**src/rtl/uart_fifo.sv**
```systemverilog
// uart_fifo: memory-mapped RS-232 UART with RX/TX byte FIFOs, runtime baud
// divider, sticky error flags and a registered level interrupt.
// Optional build macro UART_PARITY_EN adds a parity bit (CTRL[2] selects odd).
module uart_fifo #(
  parameter int unsigned DIVIDER = 139,
  parameter int unsigned FIFO_AW = 4
) (
  input  logic        clk,
  input  logic        rst_n,
  input  logic [15:0] addr,
  input  logic [15:0] min,
  output logic [15:0] mout,
  input  logic [1:0]  bwe,
  input  logic        rs232_rx,
  output logic        rs232_tx,
  output logic        irq
);
  localparam int unsigned DEPTH = 1 << FIFO_AW;
  localparam int unsigned PW    = FIFO_AW + 1;

  typedef enum logic [2:0] {S_IDLE, S_START, S_DATA, S_PARITY, S_STOP, S_WAIT} state_e;

  logic [3:0] reg_sel;
  logic       unused_addr;
  logic       wr_data, wr_status, wr_div, wr_ctrl;
  assign reg_sel     = addr[3:0];
  assign unused_addr = ^addr[15:4];
  assign wr_data     = bwe[0] && (reg_sel == 4'h0);
  assign wr_status   = bwe[0] && (reg_sel == 4'h2);
  assign wr_div      = (bwe == 2'b11) && (reg_sel == 4'h6);
  assign wr_ctrl     = bwe[0] && (reg_sel == 4'h8);

  logic [15:0] div_q;
  logic [2:0]  ctrl_q;
  logic        ovr_q, ferr_q, perr_q;
  logic [15:0] mout_q, rd_d;
  logic        irq_q, irq_d;

  logic [7:0]    tx_mem [DEPTH];
  logic [7:0]    rx_mem [DEPTH];
  logic [PW-1:0] tx_wp_q, tx_rp_q, rx_wp_q, rx_rp_q, tx_cnt, rx_cnt;
  logic          tx_empty, tx_full, rx_empty, rx_full;
  logic          tx_push, tx_pop, rx_push, rx_pop, ovr_set;
  logic [7:0]    tx_head, rx_head;

  state_e      tx_st_q, rx_st_q;
  logic [15:0] tx_tmr_q, rx_tmr_q;
  logic [2:0]  tx_bit_q, rx_bit_q;
  logic [7:0]  tx_sh_q, rx_sh_q, ev_byte_q;
  logic        tx_q, tx_idle;
  logic        rx_s1_q, rx_s2_q, rx_prev_q;
  logic        ev_push_q, ev_ferr_q, ev_perr_q;
`ifdef UART_PARITY_EN
  logic        tx_par_q, rx_pend_q;
`endif

  assign tx_cnt   = tx_wp_q - tx_rp_q;
  assign rx_cnt   = rx_wp_q - rx_rp_q;
  assign tx_empty = (tx_cnt == '0);
  assign rx_empty = (rx_cnt == '0);
  assign tx_full  = (tx_cnt == PW'(DEPTH));
  assign rx_full  = (rx_cnt == PW'(DEPTH));
  assign tx_head  = tx_mem[tx_rp_q[FIFO_AW-1:0]];
  assign rx_head  = rx_mem[rx_rp_q[FIFO_AW-1:0]];
  assign tx_idle  = tx_empty && (tx_st_q == S_IDLE);

  // Transmitter pops on leaving IDLE, or at the end of STOP for back-to-back frames
  assign tx_pop  = !tx_empty && ((tx_st_q == S_IDLE) || ((tx_st_q == S_STOP) && (tx_tmr_q == '0)));
  assign tx_push = wr_data && (!tx_full || tx_pop);
  assign rx_pop  = wr_status && min[0] && !rx_empty;
  assign rx_push = ev_push_q && (!rx_full || rx_pop);
  assign ovr_set = ev_push_q && rx_full && !rx_pop;

  // FIFO pointer update
  always_ff @(posedge clk or negedge rst_n) begin
    if (!rst_n) begin
      tx_wp_q <= '0;
      tx_rp_q <= '0;
      rx_wp_q <= '0;
      rx_rp_q <= '0;
    end else begin
      if (tx_push) tx_wp_q <= tx_wp_q + 1'b1;
      if (tx_pop)  tx_rp_q <= tx_rp_q + 1'b1;
      if (rx_push) rx_wp_q <= rx_wp_q + 1'b1;
      if (rx_pop)  rx_rp_q <= rx_rp_q + 1'b1;
    end
  end

  // FIFO storage, no reset needed
  always_ff @(posedge clk) begin
    if (tx_push) tx_mem[tx_wp_q[FIFO_AW-1:0]] <= min[7:0];
    if (rx_push) rx_mem[rx_wp_q[FIFO_AW-1:0]] <= ev_byte_q;
  end

  // Control registers and sticky flags (set beats clear)
  always_ff @(posedge clk or negedge rst_n) begin
    if (!rst_n) begin
      div_q  <= 16'(DIVIDER);
      ctrl_q <= '0;
      ovr_q  <= 1'b0;
      ferr_q <= 1'b0;
      perr_q <= 1'b0;
    end else begin
      if (wr_div) div_q <= (min < 16'd16) ? 16'd16 : min;
`ifdef UART_PARITY_EN
      if (wr_ctrl) ctrl_q <= min[2:0];
`else
      if (wr_ctrl) ctrl_q <= {1'b0, min[1:0]};
`endif
      if (ovr_set) ovr_q <= 1'b1;
      else if (wr_status && min[1]) ovr_q <= 1'b0;
      if (ev_ferr_q) ferr_q <= 1'b1;
      else if (wr_status && min[2]) ferr_q <= 1'b0;
      if (ev_perr_q) perr_q <= 1'b1;
      else if (wr_status && min[3]) perr_q <= 1'b0;
    end
  end

  // Transmit FSM: one bit per DIV clocks, divider sampled at each bit boundary
  always_ff @(posedge clk or negedge rst_n) begin
    if (!rst_n) begin
      tx_st_q  <= S_IDLE;
      tx_tmr_q <= '0;
      tx_bit_q <= '0;
      tx_sh_q  <= '0;
      tx_q     <= 1'b1;
`ifdef UART_PARITY_EN
      tx_par_q <= 1'b0;
`endif
    end else if (tx_pop) begin
      tx_st_q  <= S_START;
      tx_tmr_q <= div_q - 16'd1;
      tx_bit_q <= '0;
      tx_sh_q  <= tx_head;
      tx_q     <= 1'b0;
`ifdef UART_PARITY_EN
      tx_par_q <= (^tx_head) ^ ctrl_q[2];
`endif
    end else if (tx_st_q != S_IDLE) begin
      if (tx_tmr_q != '0) begin
        tx_tmr_q <= tx_tmr_q - 16'd1;
      end else begin
        tx_tmr_q <= div_q - 16'd1;
        case (tx_st_q)
          S_START: begin
            tx_st_q <= S_DATA;
            tx_q    <= tx_sh_q[0];
          end
          S_DATA: begin
            if (tx_bit_q == 3'd7) begin
`ifdef UART_PARITY_EN
              tx_st_q <= S_PARITY;
              tx_q    <= tx_par_q;
`else
              tx_st_q <= S_STOP;
              tx_q    <= 1'b1;
`endif
            end else begin
              tx_bit_q <= tx_bit_q + 3'd1;
              tx_sh_q  <= {1'b0, tx_sh_q[7:1]};
              tx_q     <= tx_sh_q[1];
            end
          end
          S_PARITY: begin
            tx_st_q <= S_STOP;
            tx_q    <= 1'b1;
          end
          default: begin
            tx_st_q <= S_IDLE;
            tx_q    <= 1'b1;
          end
        endcase
      end
    end
  end

  // Receive FSM: synchronize, detect falling edge, sample mid-bit, emit one-cycle events
  always_ff @(posedge clk or negedge rst_n) begin
    if (!rst_n) begin
      rx_s1_q   <= 1'b1;
      rx_s2_q   <= 1'b1;
      rx_prev_q <= 1'b1;
      rx_st_q   <= S_IDLE;
      rx_tmr_q  <= '0;
      rx_bit_q  <= '0;
      rx_sh_q   <= '0;
      ev_byte_q <= '0;
      ev_push_q <= 1'b0;
      ev_ferr_q <= 1'b0;
      ev_perr_q <= 1'b0;
`ifdef UART_PARITY_EN
      rx_pend_q <= 1'b0;
`endif
    end else begin
      rx_s1_q   <= rs232_rx;
      rx_s2_q   <= rx_s1_q;
      rx_prev_q <= rx_s2_q;
      ev_push_q <= 1'b0;
      ev_ferr_q <= 1'b0;
      ev_perr_q <= 1'b0;
      case (rx_st_q)
        S_IDLE: begin
          if (!rx_s2_q && rx_prev_q) begin
            rx_st_q  <= S_START;
            rx_tmr_q <= {1'b0, div_q[15:1]} - 16'd1;
          end
        end
        S_WAIT: begin
          if (rx_s2_q) rx_st_q <= S_IDLE;
        end
        default: begin
          if (rx_tmr_q != '0) begin
            rx_tmr_q <= rx_tmr_q - 16'd1;
          end else begin
            rx_tmr_q <= div_q - 16'd1;
            case (rx_st_q)
              S_START: begin
                if (rx_s2_q) begin
                  rx_st_q <= S_IDLE;
                end else begin
                  rx_st_q  <= S_DATA;
                  rx_bit_q <= '0;
`ifdef UART_PARITY_EN
                  rx_pend_q <= 1'b0;
`endif
                end
              end
              S_DATA: begin
                rx_sh_q  <= {rx_s2_q, rx_sh_q[7:1]};
                rx_bit_q <= rx_bit_q + 3'd1;
`ifdef UART_PARITY_EN
                if (rx_bit_q == 3'd7) rx_st_q <= S_PARITY;
`else
                if (rx_bit_q == 3'd7) rx_st_q <= S_STOP;
`endif
              end
`ifdef UART_PARITY_EN
              S_PARITY: begin
                rx_pend_q <= (^rx_sh_q) ^ rx_s2_q ^ ctrl_q[2];
                rx_st_q   <= S_STOP;
              end
`endif
              default: begin
                if (rx_s2_q) begin
                  rx_st_q   <= S_IDLE;
                  ev_byte_q <= rx_sh_q;
`ifdef UART_PARITY_EN
                  if (rx_pend_q) ev_perr_q <= 1'b1;
                  else ev_push_q <= 1'b1;
`else
                  ev_push_q <= 1'b1;
`endif
                end else begin
                  ev_ferr_q <= 1'b1;
                  rx_st_q   <= S_WAIT;
                end
              end
            endcase
          end
        end
      endcase
    end
  end

  // Read mux and interrupt condition
  always_comb begin
    rd_d = 16'hffff;
    case (reg_sel)
      4'h0:    rd_d = {8'h00, rx_head};
      4'h2:    rd_d = {10'b0, perr_q, ferr_q, tx_idle, ovr_q, !tx_full, !rx_empty};
      4'h4:    rd_d = {8'(tx_cnt), 8'(rx_cnt)};
      4'h6:    rd_d = div_q;
      4'h8:    rd_d = {13'b0, ctrl_q};
      default: rd_d = 16'hffff;
    endcase
    irq_d = (ctrl_q[0] && !rx_empty) || (ctrl_q[1] && tx_empty) ||
            (ctrl_q[0] && (ovr_q || ferr_q || perr_q));
  end

  // Registered bus read data and interrupt
  always_ff @(posedge clk or negedge rst_n) begin
    if (!rst_n) begin
      mout_q <= '0;
      irq_q  <= 1'b0;
    end else begin
      mout_q <= rd_d;
      irq_q  <= irq_d;
    end
  end

  assign mout     = mout_q;
  assign irq      = irq_q;
  assign rs232_tx = tx_q;
endmodule

```
**config.mk**
```make
export PLATFORM = sky130hd
export DESIGN_NAME = uart_fifo
export DESIGN_NICKNAME = d
export VERILOG_FILES = /design/src/rtl/uart_fifo.sv
export SDC_FILE = /design/constraint.sdc
export NUM_CORES = 1
export LEC_CHECK = 0
export BUFFER_PORTS_ARGS = -buffer_cell sky130_fd_sc_hd__buf_2
export CAP_MARGIN = 20
export CORE_MARGIN = 2
export CORE_UTILIZATION = 56
export DETAILED_ROUTE_END_ITERATION = 6
export HOLD_SLACK_MARGIN = 0.05
export MAX_ROUTING_LAYER = met4
export PLACE_DENSITY = 0.76
export SETUP_SLACK_MARGIN = 0.3
export SYNTH_ARGS = -nofsm -noshare
export SYNTH_HDL_FRONTEND = slang
export SYNTH_SLANG_ARGS = --single-unit
export TNS_END_PERCENT = 50
```
**constraint.sdc**
```tcl
create_clock -name clk -period 3.7 [get_ports clk]
set_clock_uncertainty 0.15 [all_clocks]
set_input_delay 0.74 -clock clk [delete_from_list [all_inputs] [get_ports clk]]
set_output_delay 0.74 -clock clk [all_outputs]
set_load 0.01 [all_outputs]
```
Word level (Yosys, flattened, before mapping)
Memory sizes are Yosys's and may differ from the RTL's.
Index checks and enable logic that the tools add are counted.
{"block": "word_totals", "register_bits": 131, "mem_bits_rw": 256, "inputBits": 37, "output_inout_bits": 18, "n_memories": 2}
{"name": "rx_mem", "depth": 16, "width": 8, "rd": 1, "rd_clocked_by_memory_dff": 0, "write_ports": 1, "line_no": "40", "rtl": "logic [7:0] rx_mem [DEPTH];"}
{"name": "tx_mem", "depth": 16, "width": 8, "rd": 1, "rd_clocked_by_memory_dff": 0, "write_ports": 1, "line_no": "39", "rtl": "logic [7:0] tx_mem [DEPTH];"}
{"block": "classes", "add_sub_neg": 12, "magnitude_cmp": 1, "eq_ne": 24, "mux": 54, "bitwise_logic": 4, "reduce_logical": 55}
{"op": "16-bit 2-to-1 mux", "count": 6}
{"op": "16-bit case mux with 5 select lines", "count": 1}
{"op": "16-bit by 1-bit subtractor with 16-bit output, second input constant", "count": 3}
{"op": "3-bit 2-to-1 mux", "count": 15}
{"op": "8-bit 2-to-1 mux", "count": 5}
{"op": "16-bit case mux with 2 select lines", "count": 1}
{"op": "16-bit nonzero test", "count": 2}
{"op": "5-bit by 1-bit adder with 5-bit output, second input constant", "count": 4}
{"op": "1-bit 2-to-1 mux", "count": 20}
{"op": "1-bit logical AND", "count": 19}
{"op": "3-bit case mux with 2 select lines", "count": 3}
{"op": "16-bit zero test", "count": 1}
{"op": "16-bit by 5-bit < comparator with 1-bit output, second input constant", "count": 1}
{"op": "4-bit AND reduction", "count": 4}
{"op": "15-bit by 1-bit subtractor with 16-bit output, second input constant", "count": 1}
{"op": "3-bit == test, second input constant", "count": 4}
{"op": "5-bit == test, second input constant", "count": 2}
{"op": "5-bit zero test", "count": 2}
{"op": "2-bit inequality test, second input constant", "count": 5}
{"op": "2-bit nonzero test", "count": 5}
{"op": "5-bit subtractor", "count": 2}
{"op": "3-bit by 2-bit == test with 1-bit output, second input constant", "count": 3}
{"op": "3-bit case mux with 3 select lines", "count": 1}
{"op": "4-bit by 3-bit == test with 1-bit output, second input constant", "count": 2}
{"op": "other kinds (19)", "count": 38}

Depth between registers and ports, before layout
{"block": "depth", "ltp_word": 8, "ltp_mapped": 12, "ltp_nobuf": 10}

Least setup slack after synthesis
OpenSTA, ideal clock, no wires.
{"block": "synth_path", "kind": "flip-flop to flip-flop", "start": "reg tx_rp_q[1]", "end": "mem tx_mem[0][0] (enable)", "setup_ps": 383, "arrival_ps": 3002, "slack_ps": 164, "stages_incl_launch_ff": 12, "path_cell_list": "dfrtp_1 > buf_1 > inv_1 > fa_1 > xor2_1 > nand4b_1 > a211oi_1 > a21oi_1 > clkbuf_1 > buf_2 > nand2_1 > nor3_1"}
{"block": "synth_between", "elab_chain_len": 8, "elab_cells_between_ends": 10, "cone_classes": "add/sub (1); eq/ne (1); mux (2); reduce/logical (6)"}
{"element": "start: declaration", "line_no": "41", "rtl": "logic [PW-1:0] tx_wp_q, tx_rp_q, rx_wp_q, rx_rp_q, tx_cnt, rx_cnt;"}
{"element": "start signal: assignment", "line_no": "83", "rtl": "if (tx_pop) tx_rp_q <= tx_rp_q + 1'b1;"}
{"element": "5-bit subtractor *", "line_no": "57", "rtl": "assign tx_cnt = tx_wp_q - tx_rp_q;"}
{"element": "5-bit zero test", "line_no": "59", "rtl": "assign tx_empty = (tx_cnt == '0);"}
{"element": "1-bit zero test", "line_no": "68", "rtl": "assign tx_pop = !tx_empty && ((tx_st_q == S_IDLE) || ((tx_st_q == S_STOP) && (tx_tmr_q == '0)));"}
{"element": "1-bit logical AND", "line_no": "68"}
{"element": "1-bit logical OR *", "line_no": "69", "rtl": "assign tx_push = wr_data && (!tx_full || tx_pop);"}
{"element": "1-bit logical AND *", "line_no": "69"}
{"element": "1-bit 2-to-1 mux *", "line_no": "91", "rtl": "if (tx_push) tx_mem[tx_wp_q[FIFO_AW-1:0]] <= min[7:0];"}
{"element": "1-bit 2-to-1 mux (not written as such) *", "line_no": "91"}
{"element": "end: declaration", "line_no": "39"}
Every way passes the cells marked *; elsewhere a longest branch is shown, timed or not.

Worst setup path after layout
{"block": "layout_path", "start": "reg tx_wp_q[0]", "end": "reg tx_sh_q[3]"}
{"block": "layout_between", "elab_chain_len": 6, "elab_cells_between_ends": 10, "cone_classes": "add/sub (1); eq/ne (2); mux (1); reduce/logical (6)"}
{"element": "start: declaration", "line_no": "41"}
{"element": "start signal: assignment", "line_no": "82", "rtl": "if (tx_push) tx_wp_q <= tx_wp_q + 1'b1;"}
{"element": "5-bit subtractor *", "line_no": "57"}
{"element": "5-bit zero test *", "line_no": "59"}
{"element": "1-bit zero test *", "line_no": "68"}
{"element": "1-bit logical AND *", "line_no": "68"}
{"element": "2-bit inequality test (no line) / 2-bit nonzero test (equally long branches)"}
{"element": "4-bit AND reduction (no line)"}
{"element": "end signal: assignment", "line_no": "134", "rtl": "tx_sh_q <= tx_head;"}
{"element": "end signal: assignment", "line_no": "160", "rtl": "tx_sh_q <= {1'b0, tx_sh_q[7:1]};"}
{"element": "end: declaration", "line_no": "49", "rtl": "logic [7:0] tx_sh_q, rx_sh_q, ev_byte_q;"}
Marks and branches as above.
A chain may end at the register's enable or synchronous reset.

==> flow_metrics.py <==
metrics = {
    "yosys": {
        "syn_area_um2": 17400,
        "syn_inst": 1250,
        "ys.flop_type": "edfxtp_1",
        "seq_area_frac_synth": 0.630,
        "yosys.area_share.xor_xnor": 0.0317,
        "syn-num-nets": 1317,
        "syn_area_per_cell_um2": 13.9,
        "ys_ff_latch": 387,
        "yosysUniqueCellTypes": 68,
        "synth_top_family_by_area": "multiplexers",
        "synthAdderAreaFrac": 0.0224,
        "synth_compound_area_frac": 0.0749,
        "yosysWarnings": 0,
        "yosys-mux-area-fraction": 0.113,
        "synthArstFlopShare": 0.339,
        "synthSimpleGateAreaFrac": 0.106,
        "synth-edff-count": 256,
    },
    "layout": {
        "area_growth_pct": 13.0,
        "drive_gt1_frac": 0.224,
        "finalNetCount": 1377,
    },
    "outcome": {
        "status": "complete, no violations",
    },
    "grt": {
        "grt_pass1_vias": 10800,
        "grtUsageTotal": 0.252,
        "grt_pass1_wl_mm": 61.8,
        "antenna_found_initial": 2,
        "overflow": 0,
        "grt_max_degree": 78,
    },
    "sta": {
        "final_max_slew_viol_count": 0,
        "finalCritPeriodShare": 0.895,
        "hold_violations": 0,
        "max_clock_freq_mhz": 302,
        "tns_ns": 0,
        "maxSlewHeadroom": 0.439,
        "worst_slew_pin_slew_ns": 0.835,
        "setup_violations": 0,
        "min_period_ns": 3.31,
        "rsz0062_at_grt": "yes",
    },
    "setup_path": {
        "crit_type": "reg2reg",
        "crit_fanout": 10,
        "r2r_end": "tx_sh_q[3]",
        "r2r-start": "tx_wp_q[0]",
        "cp.required_ns": 3.97,
        "regToRegSetupSlack_ns": 0.39,
        "arrival_ns": 3.58,
        "start_kind": "register",
        "reg2reg_depth": 11,
        "crit_path_end_kind": "register",
    },
    "cts": {
        "htreeDepth": 2,
        "clock_sinks": 387,
        "cts_tree": "yes",
        "root_buffer": "clkbuf_16",
        "clock_latency_ns": 0.54,
        "clkSlewWorstSetupHoldPaths_ns": 0.06,
        "cts-buffers-inserted": 40,
        "ctsLongestPathBuffers": 3,
        "ctsHoldBuffers": 0,
    },
    "floorplanning": {
        "initial_utilization": 0.570,
        "die-area_um2": 32500,
        "dieWidth_um": 180,
        "core_um2": 30600,
        "ioPinCount": 55,
        "die_h_um": 180,
        "row_count": 64,
    },
    "power_and_ir_drop": {
        "leakage_nw": 7.38,
        "p_total_mw": 14.2,
        "power_density_nw_per_um2": 719,
        "ir_drop_v": 0.000426,
    },
    "drt": {
        "route.antenna.remaining_nets": 0,
        "drt_pass1_iterations": 5,
        "drt-initial-drc-count": 1163,
        "drc": 0,
        "drt_wl_total_mm": 39.3,
        "vias": 10800,
        "post_drt_wl_per_cell_um": 22.6,
        "vias_per_cell": 6.22,
    },
    "job": {
        "drv_cap": 0,
    },
    "place": {
        "port_buffers": 42,
        "dpl.hpwl_mm": 25.4,
        "place_congestion": 0.890,
    },
    "hold_path": {
        "worstHoldPathType": "in2async",
    },
}
layout by cell type, fill, tap and decap left out, types with 6 or more instances in the layout:
| cell | n |
|---|---|
| edfxtp_1 | 256 |
| nand2_1 | 132 |
| dfrtp_1 | 121 |
| mux4_2 | 65 |
| nor2_1 | 48 |
| o21ai_0 | 43 |
| xnor2_1 | 43 |
| clkbuf_16 | 41 |
| buf_2 | 41 |
| nand3_1 | 39 |
| buf_4 | 37 |
| a21oi_1 | 34 |
| mux2_2 | 34 |
| nor3_1 | 32 |
| inv_1 | 28 |
| ha_1 | 28 |
| xor2_1 | 20 |
| and3_2 | 20 |
| o22ai_1 | 18 |
| and3_1 | 16 |
| o211ai_1 | 13 |
| nor4_1 | 12 |
| mux2i_1 | 12 |
| o41ai_1 | 11 |
| clkinv_2 | 10 |
| or3_1 | 9 |
| nor2b_1 | 9 |
| a21o_1 | 9 |
| a22o_1 | 9 |
| nand4_1 | 8 |
| bufinv_16 | 8 |
| dfstp_2 | 8 |
| clkinv_1 | 7 |
| nand2b_1 | 7 |
| a211oi_1 | 7 |
| nor3b_1 | 6 |
| a221o_1 | 6 |
| a31oi_1 | 6 |
| a22oi_1 | 6 |
| o31ai_1 | 6 |
routing by layer:
metal,global-route usage,vias up,routed length [um]
met1,0.348,5454,16500
met4,0.0623,0,877
met5,-,-,0
li1,-,4888,-
met3,0.0414,59,2830
met2,0.399,428,19100
final cells by class:
cell class / instances / area, um2
Antenna cell: 2 / 5.00
Clock buffer: 49 / 1090
Clock inverter: 25 / 332
Fill cell: 2192 / 10900
Inverter: 32 / 120
Multi-Input combinational cell: 769 / 6150
Sequential cell: 387 / 11000
Tap cell: 396 / 495
Timing Repair Buffer: 80 / 514
worst max-delay path, cell delays in order (launching register included):
cell and delay, ns:
dfrtp_1 0.42, inv_2 0.12, ha_1 0.19, inv_1 0.06, fa_1 0.47, nand3b_1 0.20
a211o_4 0.36, a211oi_4 0.30, buf_4 0.19, nor2_1 0.07, nor2_4 0.29, mux2_2 0.38
worst max-delay path by stage:
stage / start / end / slack (ns) / cells after the start
after floorplan: tx_rp_q[1] / tx_mem[0][0] / 0.16 / 11
after global placement: tx_wp_q[0] / tx_sh_q[5] / 0.25 / 10
after detailed placement: tx_wp_q[0] / tx_tmr_q[1] / 0.21 / 11
after CTS: rx_wp_q[0] / rx_mem[8][3] / 0.27 / 10
after global routing: tx_wp_q[0] / tx_sh_q[1] / 0.22 / 12
final: tx_wp_q[0] / tx_sh_q[3] / 0.39 / 11
report_power, final:
| group | leakage [nW] | total [mW] | internal [mW] | switching, mW |
|---|---|---|---|---|
| logic | 2.71 | 4.34 | 1.92 | 2.42 |
| registers | 3.97 | 5.52 | 5.00 | 0.524 |
| clock network | 0.704 | 4.30 | 2.65 | 1.64 |
cells in the mapped netlist (5+ instances only):
library cell	count	area (um2)
or2_2	5	31.3
mux2i_1	12	120
o31ai_1	6	45.0
nand4_1	8	50.1
a22oi_1	6	45.0
xor2_1	20	175
nor3_1	32	160
and3_1	36	225
ha_1	28	350
a21o_1	9	67.6
buf_2	14	70.1
nand3b_1	5	37.5
o211ai_1	13	97.6
nand2_1	133	499
mux2_2	34	383
a22o_1	9	78.8
nand2b_1	7	43.8
a211oi_1	8	60.1
o41ai_1	11	96.3
o21ai_0	43	215
edfxtp_1	256	7690
dfstp_2	8	210
a31oi_1	6	37.5
a221o_1	6	60.1
nor4_1	12	75.1
inv_1	29	109
or3_1	9	56.3
clkbuf_1	44	165
nor3b_1	6	45.0
nand3_1	39	195
dfrtp_1	123	3080
nor2_1	48	180
o22ai_1	18	113
mux4_2	65	1460
a21oi_1	35	175
nor2b_1	11	68.8
xnor2_1	43	377
what timing repair did:
action                     CTS  global route
hold endpoints to repair     0             0
buffers inserted             2             3
gates resized for setup      7            25
setup endpoints to repair   96           259
pin swaps                    1             4
cells by family (layout without fill, tap and decap cells):
group,after synthesis,count (layout)
AOI/OAI and AO/OA,194,194
xor gates and xnor gates,63,63
adders and majority gates,30,30
buffers and inverters,94,186
DFF,387,387
muxes,111,111
other,0,2
and+or+nand+nor,371,371
flip-flops by register name, summed over array words and instances (netlist names), 5 cells and up:
signal / cells
rx_mem: 128
rx_sh_q: 8
tx_wp_q: 5
rx_rp_q: 5
ev_byte_q: 8
rx_wp_q: 5
tx_rp_q: 5
div_q: 16
tx_tmr_q: 16
rx_tmr_q: 16
tx_mem: 128
tx_sh_q: 8
mout: 16
through the flow:
step / worst slack, ns / utilization / instance area, um2 / hold WS, ns / cells
3_3_place_gp: 0.246 / 0.593 / 18100 / 0.197 / 1659
5_1_grt: 0.222 / 0.643 / 19700 / 0.141 / 1740
6_report: 0.390 / 0.643 / 19700 / 0.130 / 1740
3_5_place_dp: 0.213 / 0.593 / 18100 / 0.198 / 1659
2_1_floorplan: 0.164 / - / 17400 / 0.195 / 1250
4_1_cts: 0.267 / 0.641 / 19600 / 0.133 / 1735
(Power assumes the default switching activity.)
